<file path="src/rtl/io_stream_buffer_if.sv">
// Word handshakes between the core, the buffer and the serial device.
// The buffer takes the slave view; whatever drives the core and device sides takes the master view.
interface io_stream_buffer_if #(
  parameter int DATA_W = 8
);
  logic [DATA_W-1:0] cpu_out_data;
  logic              cpu_out_vld;
  logic              cpu_out_rdy;
  logic [DATA_W-1:0] cpu_in_data;
  logic              cpu_in_vld;
  logic              cpu_in_rdy;
  logic [DATA_W-1:0] io_out_data;
  logic              io_out_vld;
  logic              io_out_rdy;
  logic [DATA_W-1:0] io_in_data;
  logic              io_in_vld;
  logic              io_in_rdy;

  modport slave (
    input  cpu_out_data, cpu_out_vld, cpu_in_rdy, io_out_rdy, io_in_data, io_in_vld,
    output cpu_out_rdy, cpu_in_data, cpu_in_vld, io_out_data, io_out_vld, io_in_rdy
  );

  modport master (
    output cpu_out_data, cpu_out_vld, cpu_in_rdy, io_out_rdy, io_in_data, io_in_vld,
    input  cpu_out_rdy, cpu_in_data, cpu_in_vld, io_out_data, io_out_vld, io_in_rdy
  );
endinterface

</file>
<file path="src/rtl/io_stream_buffer.sv">
// Buffered IO front-end: independent show-ahead TX and RX FIFOs with flush,
// occupancy counts and a sticky error register in the core's err encoding.
module io_stream_fifo #(
  parameter int DATA_W     = 8,
  parameter int DEPTH_LOG2 = 4
) (
  input  logic                  clk,
  input  logic                  rstn,
  input  logic [DATA_W-1:0]     wr_data,
  input  logic                  wr_vld,
  output logic                  wr_rdy,
  output logic [DATA_W-1:0]     rd_data,
  output logic                  rd_vld,
  input  logic                  rd_rdy,
  input  logic                  flush,
  output logic [DEPTH_LOG2:0]   count
);
  localparam int DEPTH = 1 << DEPTH_LOG2;
  localparam logic [DEPTH_LOG2:0] PTR_ONE = 1;

  logic [DATA_W-1:0]   mem [DEPTH];
  logic [DEPTH_LOG2:0] wr_ptr;
  logic [DEPTH_LOG2:0] rd_ptr;
  logic                full;
  logic                empty;
  logic                push;
  logic                pop;

  assign empty = (wr_ptr == rd_ptr);
  assign full  = (wr_ptr[DEPTH_LOG2] != rd_ptr[DEPTH_LOG2]) &&
                 (wr_ptr[DEPTH_LOG2-1:0] == rd_ptr[DEPTH_LOG2-1:0]);

  // Handshake outputs depend on registered pointers only, never on the far side.
  assign wr_rdy  = !full;
  assign rd_vld  = !empty;
  assign push    = wr_vld && wr_rdy;
  assign pop     = rd_vld && rd_rdy;
  assign rd_data = mem[rd_ptr[DEPTH_LOG2-1:0]];
  assign count   = wr_ptr - rd_ptr;

  // Storage is cleared on reset so the show-ahead head never reads back X.
  always_ff @(posedge clk or negedge rstn) begin
    if (!rstn) begin
      wr_ptr <= '0;
      rd_ptr <= '0;
      for (int i = 0; i < DEPTH; i++) mem[i] <= '0;
    end else if (flush) begin
      rd_ptr <= wr_ptr;
    end else begin
      if (push) begin
        mem[wr_ptr[DEPTH_LOG2-1:0]] <= wr_data;
        wr_ptr <= wr_ptr + PTR_ONE;
      end
      if (pop) rd_ptr <= rd_ptr + PTR_ONE;
    end
  end
endmodule

module io_stream_buffer #(
  parameter int DATA_W     = 8,
  parameter int DEPTH_LOG2 = 4
) (
  input  logic                  clk,
  input  logic                  rstn,
  io_stream_buffer_if.slave     bus,
  input  logic [4:0]            io_err,
  input  logic                  tx_flush,
  input  logic                  rx_flush,
  input  logic                  err_clr,
  output logic [DEPTH_LOG2:0]   tx_count,
  output logic [DEPTH_LOG2:0]   rx_count,
  output logic [7:0]            err
);
  logic [7:0] err_set;

  io_stream_fifo #(.DATA_W(DATA_W), .DEPTH_LOG2(DEPTH_LOG2)) u_tx_fifo (
    .clk     (clk),
    .rstn    (rstn),
    .wr_data (bus.cpu_out_data),
    .wr_vld  (bus.cpu_out_vld),
    .wr_rdy  (bus.cpu_out_rdy),
    .rd_data (bus.io_out_data),
    .rd_vld  (bus.io_out_vld),
    .rd_rdy  (bus.io_out_rdy),
    .flush   (tx_flush),
    .count   (tx_count)
  );

  io_stream_fifo #(.DATA_W(DATA_W), .DEPTH_LOG2(DEPTH_LOG2)) u_rx_fifo (
    .clk     (clk),
    .rstn    (rstn),
    .wr_data (bus.io_in_data),
    .wr_vld  (bus.io_in_vld),
    .wr_rdy  (bus.io_in_rdy),
    .rd_data (bus.cpu_in_data),
    .rd_vld  (bus.cpu_in_vld),
    .rd_rdy  (bus.cpu_in_rdy),
    .flush   (rx_flush),
    .count   (rx_count)
  );

  // bit7 lost word (device ignored io_in_rdy), bit6 reserved, bit5 any io_err, bits4:0 io_err.
  assign err_set = {bus.io_in_vld && !bus.io_in_rdy, 1'b0, |io_err, io_err};

  always_ff @(posedge clk or negedge rstn) begin
    if (!rstn)        err <= '0;
    else if (err_clr) err <= err_set;
    else              err <= err | err_set;
  end
endmodule
</file>
<file path="src/flat_wrapper.sv">
// flat-port wrapper written by rule: the top's interface ports become plain ports
module io_stream_buffer_flat 
#(
  parameter int DATA_W     = 8,
  parameter int DEPTH_LOG2 = 4
)
  (clk, rstn, io_err, tx_flush, rx_flush, err_clr, tx_count, rx_count, err, bus_cpu_out_data, bus_cpu_out_vld, bus_cpu_in_rdy, bus_io_out_rdy, bus_io_in_data, bus_io_in_vld, bus_cpu_out_rdy, bus_cpu_in_data, bus_cpu_in_vld, bus_io_out_data, bus_io_out_vld, bus_io_in_rdy);
  io_stream_buffer_if #(.DATA_W(DATA_W)) bus_i ();
  input  logic clk;
  input  logic rstn;
  input  logic [4:0] io_err;
  input  logic tx_flush;
  input  logic rx_flush;
  input  logic err_clr;
  output logic [DEPTH_LOG2:0] tx_count;
  output logic [DEPTH_LOG2:0] rx_count;
  output logic [7:0] err;
  input wire logic [$bits(bus_i.cpu_out_data)-1:0] bus_cpu_out_data;
  input wire logic [$bits(bus_i.cpu_out_vld)-1:0] bus_cpu_out_vld;
  input wire logic [$bits(bus_i.cpu_in_rdy)-1:0] bus_cpu_in_rdy;
  input wire logic [$bits(bus_i.io_out_rdy)-1:0] bus_io_out_rdy;
  input wire logic [$bits(bus_i.io_in_data)-1:0] bus_io_in_data;
  input wire logic [$bits(bus_i.io_in_vld)-1:0] bus_io_in_vld;
  output wire logic [$bits(bus_i.cpu_out_rdy)-1:0] bus_cpu_out_rdy;
  output wire logic [$bits(bus_i.cpu_in_data)-1:0] bus_cpu_in_data;
  output wire logic [$bits(bus_i.cpu_in_vld)-1:0] bus_cpu_in_vld;
  output wire logic [$bits(bus_i.io_out_data)-1:0] bus_io_out_data;
  output wire logic [$bits(bus_i.io_out_vld)-1:0] bus_io_out_vld;
  output wire logic [$bits(bus_i.io_in_rdy)-1:0] bus_io_in_rdy;
  assign bus_i.cpu_out_data = bus_cpu_out_data;
  assign bus_i.cpu_out_vld = bus_cpu_out_vld;
  assign bus_i.cpu_in_rdy = bus_cpu_in_rdy;
  assign bus_i.io_out_rdy = bus_io_out_rdy;
  assign bus_i.io_in_data = bus_io_in_data;
  assign bus_i.io_in_vld = bus_io_in_vld;
  assign bus_cpu_out_rdy = bus_i.cpu_out_rdy;
  assign bus_cpu_in_data = bus_i.cpu_in_data;
  assign bus_cpu_in_vld = bus_i.cpu_in_vld;
  assign bus_io_out_data = bus_i.io_out_data;
  assign bus_io_out_vld = bus_i.io_out_vld;
  assign bus_io_in_rdy = bus_i.io_in_rdy;
  io_stream_buffer #(.DATA_W(DATA_W), .DEPTH_LOG2(DEPTH_LOG2)) u_core (.clk(clk), .rstn(rstn), .bus(bus_i), .io_err(io_err), .tx_flush(tx_flush), .rx_flush(rx_flush), .err_clr(err_clr), .tx_count(tx_count), .rx_count(rx_count), .err(err));
endmodule
</file>
<file path="config.mk">
export PLATFORM = sky130hd
export DESIGN_NAME = io_stream_buffer_flat
export DESIGN_NICKNAME = d
export VERILOG_FILES = /design/src/rtl/io_stream_buffer_if.sv /design/src/rtl/io_stream_buffer.sv /design/src/flat_wrapper.sv
export SDC_FILE = /design/constraint.sdc
export NUM_CORES = 1
export LEC_CHECK = 0
export BUFFER_PORTS_ARGS = -buffer_cell sky130_fd_sc_hd__buf_2
export CAP_MARGIN = 20
export CORE_MARGIN = 4
export CORE_UTILIZATION = 33
export CTS_BUF_LIST = sky130_fd_sc_hd__clkbuf_4
export CTS_CLUSTER_SIZE = 20
export DETAILED_ROUTE_END_ITERATION = 12
export MAX_ROUTING_LAYER = met4
export SETUP_SLACK_MARGIN = 0.3
export SLEW_MARGIN = 10
export SYNTH_ARGS = -nofsm -noshare
export SYNTH_HDL_FRONTEND = slang
export SYNTH_HIERARCHICAL = 1
export SYNTH_SLANG_ARGS = --single-unit
</file>
<file path="constraint.sdc">
create_clock -name clk -period 6 [get_ports clk]
set_clock_uncertainty 0.05 [all_clocks]
set_input_delay 1.2 -clock clk [delete_from_list [all_inputs] [get_ports clk]]
set_output_delay 1.2 -clock clk [all_outputs]
set_load 0.05 [all_outputs]
</file>
==> results.cfg, run 1 <==
[detailed_routing]
vias = 8327
postRouteAntennaNets = 0
routed_wl_mm = 31.25
drc_errors = 0
avgRoutedWirePerCell_um = 19.22
first_pass_iters = 5
first_iter_violations = 526
vias_per_cell = 5.121

[final_layout]
layout-drive-gt1-share_pct = 48.85
nFillCells = 3887
area_growth_pct = 14.02
regArea_um2 = 7084
nNetsFinal = 1089
multi_input_area_um2 = 6166
final_core_util_pct = 38.06

[place]
hpwlAfterDp_mm = 20.49
finalWeightedCongestion = 0.8845
io_buffers = 66

[worst_setup_path]
regToRegSetupSlack_ps = 2600
critPathSlowestCell = dfrtp_1
path_cells = buf_4 -> inv_1 -> ha_1 -> and4_1 -> nand2_2 -> buf_2
critical_path.max_stage_delay_ps = 870
crit_start = u_core/u_rx_fifo/rd_ptr[1]
worst_setup_path_end_kind = output pin
crit_type = flip-flop to output pin
worstPathRequired_ps = 4750
cp_max_fo = 19
cp-start-kind = flip-flop
r2r-start = u_core/u_rx_fifo/rd_ptr[1]
cp.arrival_ps = 3380

[power]
leakagePower_nw = 7.096
irDropWorstVdd_v = 0.0005251
power_mw = 9.270
power.density_nw_per_um2 = 597.9

[clock_network]
root_buffer = clkbuf_4
h-tree-depth = 3
numCtsBuffers = 77
clockBufferDepth = 3
cts_setup_buffers = 0
clock_latency_ps = 720
cts_resized = 0
cts_tree = yes
path_clk_slew_ps = 70
cts_hold_buf = 0
cts.sinks = 283

[grt]
grt_pass1_vias = 8830
use_met1_pct = 20.07
antenna_found_initial = 2
overflow = 0
grt_max_degree = 104
grt_util_met2_pct = 21.36
grt_pass1_wl_mm = 50.08
grt_usage_pct = 14.59
met3_usage_pct = 3.164
grt.busiest_layer = met2

[logic_synthesis]
synth_edf_count = 0
synth.cell_area_um2 = 13600
synth_cell_types = 53
synth_ff_type = dfrtp_1
yosys_warnings = 6
ys_seq_elements = 283
ys_seq_area_share_pct = 52.08
syn_avg_cell_area_um2 = 14.47
async_reset_ff_share_pct = 100.0
syn_nets = 990
syn_inst = 940

[sta]
drv_slew = 0
clock.fmax_ghz = 0.2160
worstMarginPinSlew_ps = 961.9
rsz0062_at_grt = false
setup_viol = 0
fin_crit_sh_pct = 77.15
hold_slack_ps = 415.0
max_slew_margin_pct = 35.87
fin_crit_ps = 4629
hold_violations = 0
setup_tns_ps = 0

[floorplan]
die_area_um2 = 44520
io_pins = 68
std_cell_rows = 74
initial_utilization_pct = 33.38
die_w_um = 211.0
coreArea_um2 = 40740
fp.dieH_um = 211.0

[outcome]
status = completed

[worst_hold_path]
hold_path.class = primary input to async pin

[flow_run]
maxCapViolCount = 0
## per-layer routing
metal	vias up	routed length (um)
met4	0	695
met3	51	1333
li1	3731	-
met2	186	14330
met5	-	0
met1	4359	14900
## cells in the mapped netlist (3+ instances only)
master,number,area share (%)
a21o_1,8,0.44
a21oi_1,6,0.22
a221oi_1,24,1.5
a22oi_1,9,0.50
buf_1,3,0.083
buf_2,19,0.70
buf_4,4,0.22
buf_6,3,0.25
clkbuf_1,28,0.77
dfrtp_1,283,52
ha_1,18,1.7
inv_1,19,0.52
mux2_1,11,0.91
mux2_2,249,21
mux2i_1,57,4.2
mux4_2,40,6.6
nand2_1,26,0.72
nand3_2,25,1.8
nand4_1,3,0.14
nor2_1,3,0.083
nor2_2,4,0.18
nor2b_1,3,0.14
o21ai_0,33,1.2
xnor2_1,19,1.2
xor2_1,5,0.32
## worst max-delay path, delay by kind of cell (launching register included)
| family | cells | cell delay [ps] |
|---|---|---|
| buf+inv | 3 | 750 |
| simple gates | 2 | 740 |
| flops | 1 | 870 |
| fa+ha+maj | 1 | 300 |
## layout make-up
| type | instances | area share, % |
|---|---|---|
| tap | 532 | 4.293 |
| clock inverter | 20 | 1.533 |
| timing repair buffer | 77 | 2.808 |
| clock buffer | 111 | 5.374 |
| inverter | 20 | 0.4842 |
| sequential | 283 | 45.69 |
| antenna | 3 | 0.04842 |
| multi-input combinational | 580 | 39.77 |
## logic make-up (layout without fill, tap and decap cells)
| family | after synthesis | after routing | share of synthesized area (%) |
|---|---|---|---|
| adders and majority gates | 20 | 20 | 1.951 |
| AOI/OAI and AO/OA | 94 | 94 | 5.006 |
| DFF | 283 | 283 | 52.08 |
| xor gates and xnor gates | 26 | 26 | 1.785 |
| other | 1 | 4 | 0.02758 |
| and+or+nand+nor | 82 | 82 | 4.223 |
| muxes | 357 | 357 | 32.35 |
| buffers and inverters | 77 | 228 | 2.576 |
## stage by stage
step | cells | cell area (um2) | setup slack, ps
floorplan | 940 | 13600 | 2225
global placement | 1491 | 14420 | 2174
detailed placement | 1491 | 14420 | 2099
CTS | 1622 | 15490 | 1274
global route | 1626 | 15500 | 1142
finish | 1626 | 15500 | 1371
## cell usage in the layout (no fill, tap or decap), types with 8 or more instances in the layout
master / Yosys / final
mux2_1: 11 / 11
mux2i_1: 57 / 57
buf_2: 19 / 65
clkbuf_4: 0 / 111
xnor2_1: 19 / 19
dfrtp_1: 283 / 281
a22oi_1: 9 / 9
mux4_2: 40 / 40
mux2_2: 249 / 249
buf_4: 4 / 10
ha_1: 18 / 18
nand3_2: 25 / 25
a21o_1: 8 / 8
a221oi_1: 24 / 24
o21ai_0: 33 / 33
clkinv_1: 0 / 12
inv_1: 19 / 19
nand2_1: 26 / 26
## flip-flops by register name, indices dropped and copies added (netlist names)
signal	count
u_core/u_rx_fifo/mem	128
u_core/u_tx_fifo/mem	128
u_core/err	7
u_core/u_rx_fifo/rd_ptr	5
u_core/u_rx_fifo/wr_ptr	5
u_core/u_tx_fifo/rd_ptr	5
u_core/u_tx_fifo/wr_ptr	5
## where the power goes
| part | total [mW] | switching (mW) | internal (mW) |
|---|---|---|---|
| sequential | 3.34 | 0.627 | 2.71 |
| combinational | 4.04 | 2.34 | 1.70 |
| clock | 1.89 | 0.790 | 1.10 |
## worst paths after layout
path | endpoint | depth (start not counted)
max reg2reg | u_core/u_rx_fifo/mem[63] | 7
max | bus_io_in_rdy | 6
min | u_core/u_tx_fifo/mem[108] | 1
max in group asynchronous | u_core/u_rx_fifo/rd_ptr[0] | 2
min in group clk | u_core/err[1] | 1
min reg2reg | u_core/err[1] | 1
Power figures use the tool's default switching activity.
==> inputs of run 2 (changes only) <==
- clock period: 6 -> 3.9 ns (I/O delays scaled with it)
==> results.cfg, run 2 (synthesis gave the netlist of run 1 again) <==
[final_layout]
layout-drive-gt1-share_pct = 51.67
nFillCells = 3849
reg.largest.list = u_core/u_rx_fifo/mem (128), u_core/u_tx_fifo/mem (128), u_core/err (7)
final_common_cell = dfrtp_1
multi_input_area_um2 = 6252
most-common-layout-cells = 277 x dfrtp_1, 249 x mux2_2, 128 x clkbuf_4
regArea_um2 = 7092
area_growth_pct = 15.40
nNetsFinal = 1102

[floorplan]
std_cell_rows = 74
die_area_um2 = 44520
initial_utilization_pct = 33.38
fp.dieH_um = 211.0
die_w_um = 211.0
coreArea_um2 = 40740
io_pins = 68

[clock_network]
numCtsBuffers = 78
h-tree-depth = 3
clock_latency_ps = 700
clockBufferDepth = 3
cts.sinks = 283
cts_tree = yes
root_buffer = clkbuf_4
path_clk_slew_ps = 60

[worst_setup_path]
critical_path.max_stage_delay_ps = 410
path_cells = buf_6 -> and2_1 -> a221oi_1 -> o21ai_0 -> o21ai_0 -> clkbuf_4
cp.arrival_ps = 2720
critPathSlowestCell = a221oi_1
worst_setup_path_end_kind = output pin
path_common_cell = o21ai_0
r2r-start = u_core/u_rx_fifo/rd_ptr[3]
worstPathRequired_ps = 3070
cp-start-kind = flip-flop
cp_max_fo = 20
r2r-end = u_core/u_rx_fifo/mem[94]
crit_type = flip-flop to output pin
regToRegSetupSlack_ps = 1140
rr_worst_depth = 6

[place]
hpwlAfterDp_mm = 21.27
finalWeightedCongestion = 0.8355
io_buffers = 66

[power]
leakagePower_nw = 7.191
power.density_nw_per_um2 = 912.7
irDropWorstVdd_v = 0.0007574

[sta]
rsz0062_at_grt = true
worstMarginPinSlew_ps = 657.4
hold_violations = 0
setup_viol = 0
clock.fmax_ghz = 0.2816
fin_crit_ps = 3552
drv_slew = 0
fin_crit_sh_pct = 91.07
hold_slack_ps = 223.5
max_slew_margin_pct = 55.86
setup_tns_ps = 0

[grt]
grt_pass1_vias = 8930
grt_pass1_wl_mm = 51.45
overflow = 0
grt_usage_pct = 15.05
antenna_found_initial = 2
grt_max_degree = 81

[worst_hold_path]
hold_path.class = primary input to flip-flop
hold-path-cell-count = 2
holdPathEnd = u_core/err[2]
min_from = io_err[2]

[detailed_routing]
first_iter_violations = 514
avgRoutedWirePerCell_um = 19.58
first_pass_iters = 4
routed_wl_mm = 32.16
postRouteAntennaNets = 0
drc_errors = 0
vias = 8342
vias_per_cell = 5.077

[outcome]
status = completed

[flow_run]
maxCapViolCount = 0
[run 2: per-layer routing]
layer,share of wire (%),global-route usage [%],routed length (um)
met5,0,-,0
met4,1.9,4.896,610
met3,3.7,3.060,1174
met2,46,21.29,14720
met1,49,21.75,15660
[run 2: layout make-up]
class	instances	share of cell area [%]
sequential	283	45.19
clock buffer	121	5.789
tap	532	4.242
antenna	2	0.03189
multi-input combinational	580	39.84
inverter	20	0.5023
clock inverter	16	0.6139
timing repair buffer	89	3.787
[run 2: per-stage QoR]
stage,setup slack (ps),util (%),instance area (um2),total power [mW],std cells
CTS,245.7,38.24,15580,14.34,1636
floorplan,545.1,-,13600,9.791,940
global route,215.8,38.52,15690,15.21,1643
finish,348.2,38.52,15690,14.32,1643
detailed placement,648.4,35.58,14490,11.49,1496
global placement,709.3,35.58,14490,11.36,1496
[run 2: repair_timing]
action                                  4_1_cts  5_1_grt
endpoints found under the setup margin       17       20
buffers inserted                              2        5
gates resized for setup                      12       19
endpoints found under the hold margin        46        0
hold buffers                                  1        0
[run 2: how the worst max path moves through the flow]
stage / start / end / slack (ps) / depth (start not counted)
after floorplan: u_core/u_rx_fifo/rd_ptr[1] / rx_count[3] / 550 / 8
after global placement: u_core/u_rx_fifo/rd_ptr[3] / bus_io_in_rdy / 710 / 5
after detailed placement: u_core/u_rx_fifo/rd_ptr[3] / bus_io_in_rdy / 650 / 5
after CTS: u_core/u_rx_fifo/rd_ptr[3] / bus_io_in_rdy / 250 / 5
after global routing: u_core/u_tx_fifo/rd_ptr[2] / bus_io_out_data[1] / 220 / 5
final: u_core/u_rx_fifo/rd_ptr[2] / bus_cpu_in_data[0] / 350 / 6
[run 2: worst max-delay path, delay by kind of cell, from the launching register on]
family                 cells  cell delay [ps]
AOI/OAI and AO/OA          3              760
buffers and inverters      2              530
DFF                        1              400
and+or+nand+nor            1              320
[run 2: report_power, final]
part           switching [mW]  internal [mW]  total [mW]
combinational            3.81           2.80        6.61
sequential              0.842           4.19        5.03
clock                    1.21           1.47        2.68
total                    5.87           8.46        14.3
==> inputs of run 3 (changes only) <==
- CELL_PAD_IN_SITES_DETAIL_PLACEMENT: not set -> 1
- CELL_PAD_IN_SITES_GLOBAL_PLACEMENT: not set -> 1
- PLACE_DENSITY_LB_ADDON: not set -> 0.1
==> results.cfg, run 3 (synthesis gave the netlist of run 1 again) <==
[floorplan]
coreArea_um2 = 40740
initial_utilization_pct = 33.38
io_pins = 68
die_w_um = 211.0
die_area_um2 = 44520
fp.dieH_um = 211.0
std_cell_rows = 74

[place]
postPlaceCellArea_um2 = 14550
io_buffers = 66
hpwlAfterDp_mm = 24.19
finalWeightedCongestion = 0.7358

[final_layout]
layout-drive-gt1-share_pct = 52.64
final_common_cell = dfrtp_1
finalInstanceArea_um2 = 15910
most-common-layout-cells = 280 x dfrtp_1, 249 x mux2_2, 119 x clkbuf_4
nFillCells = 4268
reg.largest.list = u_core/u_rx_fifo/mem (128), u_core/u_tx_fifo/mem (128), u_core/err (7)
area_growth_pct = 17.01
nNetsFinal = 1119

[worst_setup_path]
cp_max_fo = 12
worst_setup_path_end_kind = output pin
crit_type = flip-flop to output pin
worstPathRequired_ps = 3070
cp.arrival_ps = 2650
cp-start-kind = flip-flop
regToRegSetupSlack_ps = 970

[grt]
grt.busiest_layer = met1
grt_pass1_wl_mm = 58.79
antenna_found_initial = 3
grt_util_met2_pct = 24.96
overflow = 0
use_met1_pct = 26.38
grt_pass1_vias = 9367
met3_usage_pct = 3.565
grt_usage_pct = 17.89
grt_max_degree = 118

[sta]
max_slew_margin_pct = 53.73
worstMarginPinSlew_ps = 693.3
setup_viol = 0
fin_crit_ps = 3479
drv_slew = 0
rsz0062_at_grt = true
setup_tns_ps = 0
clock.fmax_ghz = 0.2874
fin_crit_sh_pct = 89.22
hold_violations = 0

[detailed_routing]
drc_errors = 0
vias = 8500
first_pass_iters = 4
avgRoutedWirePerCell_um = 22.98
postRouteAntennaNets = 0
routed_wl_mm = 37.99
vias_per_cell = 5.142
first_iter_violations = 329

[power]
power_frac_clock_pct = 18.5
leakagePower_nw = 7.281
p_seq_share_pct = 33.4
power.internal_mw = 8.730
p_comb_share_pct = 48.1
p_switching_mw = 6.120
power.density_nw_per_um2 = 933.3
irDropWorstVdd_v = 0.0005645
switching_share_pct = 41.21

[clock_network]
path_clk_slew_ps = 60
numCtsBuffers = 82
h-tree-depth = 3
cts.sinks = 283
root_buffer = clkbuf_4
cts_tree = yes
clock_latency_ps = 750
clockBufferDepth = 3

[worst_hold_path]
hold_path.class = primary input to flip-flop

[outcome]
status = completed

[flow_run]
maxCapViolCount = 0
==> run 3: changes by cell type in the layout (fill, tap and decap cells not counted), sizes merged <==
cell / change
clkinv: +1
buf: +15
bufbuf: +1
inv: +2
clkbuf: -8
clkinvlp: -2
bufinv: +1
==> run 3: power groups by stage <==
stage	logic [mW]	registers, mW	clock network, mW
after floorplan	5.10	4.69	0
after global placement	6.60	5.04	0
after detailed placement	6.65	5.06	0
after CTS	6.96	4.96	2.90
after global routing	7.67	5.13	3.06
final	7.15	4.96	2.74
==> run 3: worst paths after layout <==
check	startpoint	endpoint	depth (start not counted)
hold reg to reg	u_core/err[2]	u_core/err[2]	1
setup reg to reg	u_core/u_rx_fifo/rd_ptr[1]	u_core/u_rx_fifo/mem[63]	7
min in group asynchronous	rstn	u_core/u_rx_fifo/mem[77]	2
setup / recovery	u_core/u_rx_fifo/rd_ptr[0]	bus_cpu_in_data[1]	5
hold / removal	io_err[0]	u_core/err[0]	2
max in group asynchronous	rstn	u_core/u_rx_fifo/mem[34]	3
==> run 3: layout make-up <==
type                    instances  area [um2]  share of cell area, %
flip-flops and latches        283        7088                  44.55
diodes                          2       5.005                0.03145
inverters                      20       75.07                 0.4718
clock inverters                18       120.1                 0.7549
clock buffers                 116       870.8                  5.473
well taps                     532       665.6                  4.183
repair buffers                102       784.5                  4.930
multi-input cells             580        6302                  39.61
==> run 3: per-stage QoR <==
step                hold slack, ps  util, %  power (mW)  instances  setup WS [ps]
floorplan                    407.4        -       9.791        940          545.1
global placement             412.1    35.72       11.64       1502          873.6
detailed placement           418.1    35.72       11.71       1502          869.6
CTS                          115.9    38.57       14.82       1646          181.9
global route                 143.3    39.06       15.86       1653          241.5
finish                       225.8    39.06       14.85       1653          420.6
==> run 3: critical path, cell delays in order, from the launching register on <==
cell	delay, ps
dfrtp_2	480
bufbuf_16	350
mux4_2	510
mux2i_1	180
o21ai_0	170
buf_4	230
==> run 3: repair_timing <==
action,in CTS,in global routing
setup buffers,8,4
hold buffers,1,0
gates cloned,1,1
pin swaps,0,2
endpoints found under the setup margin,20,19
endpoints found under the hold margin,53,0
gates resized for setup,14,42
==> run 3: routing by layer <==
metal | routed length (um) | vias to the layer above
li1 | - | 3790
met1 | 19380 | 4503
met2 | 16330 | 148
met3 | 1660 | 59
met4 | 618 | 0
met5 | 0 | -
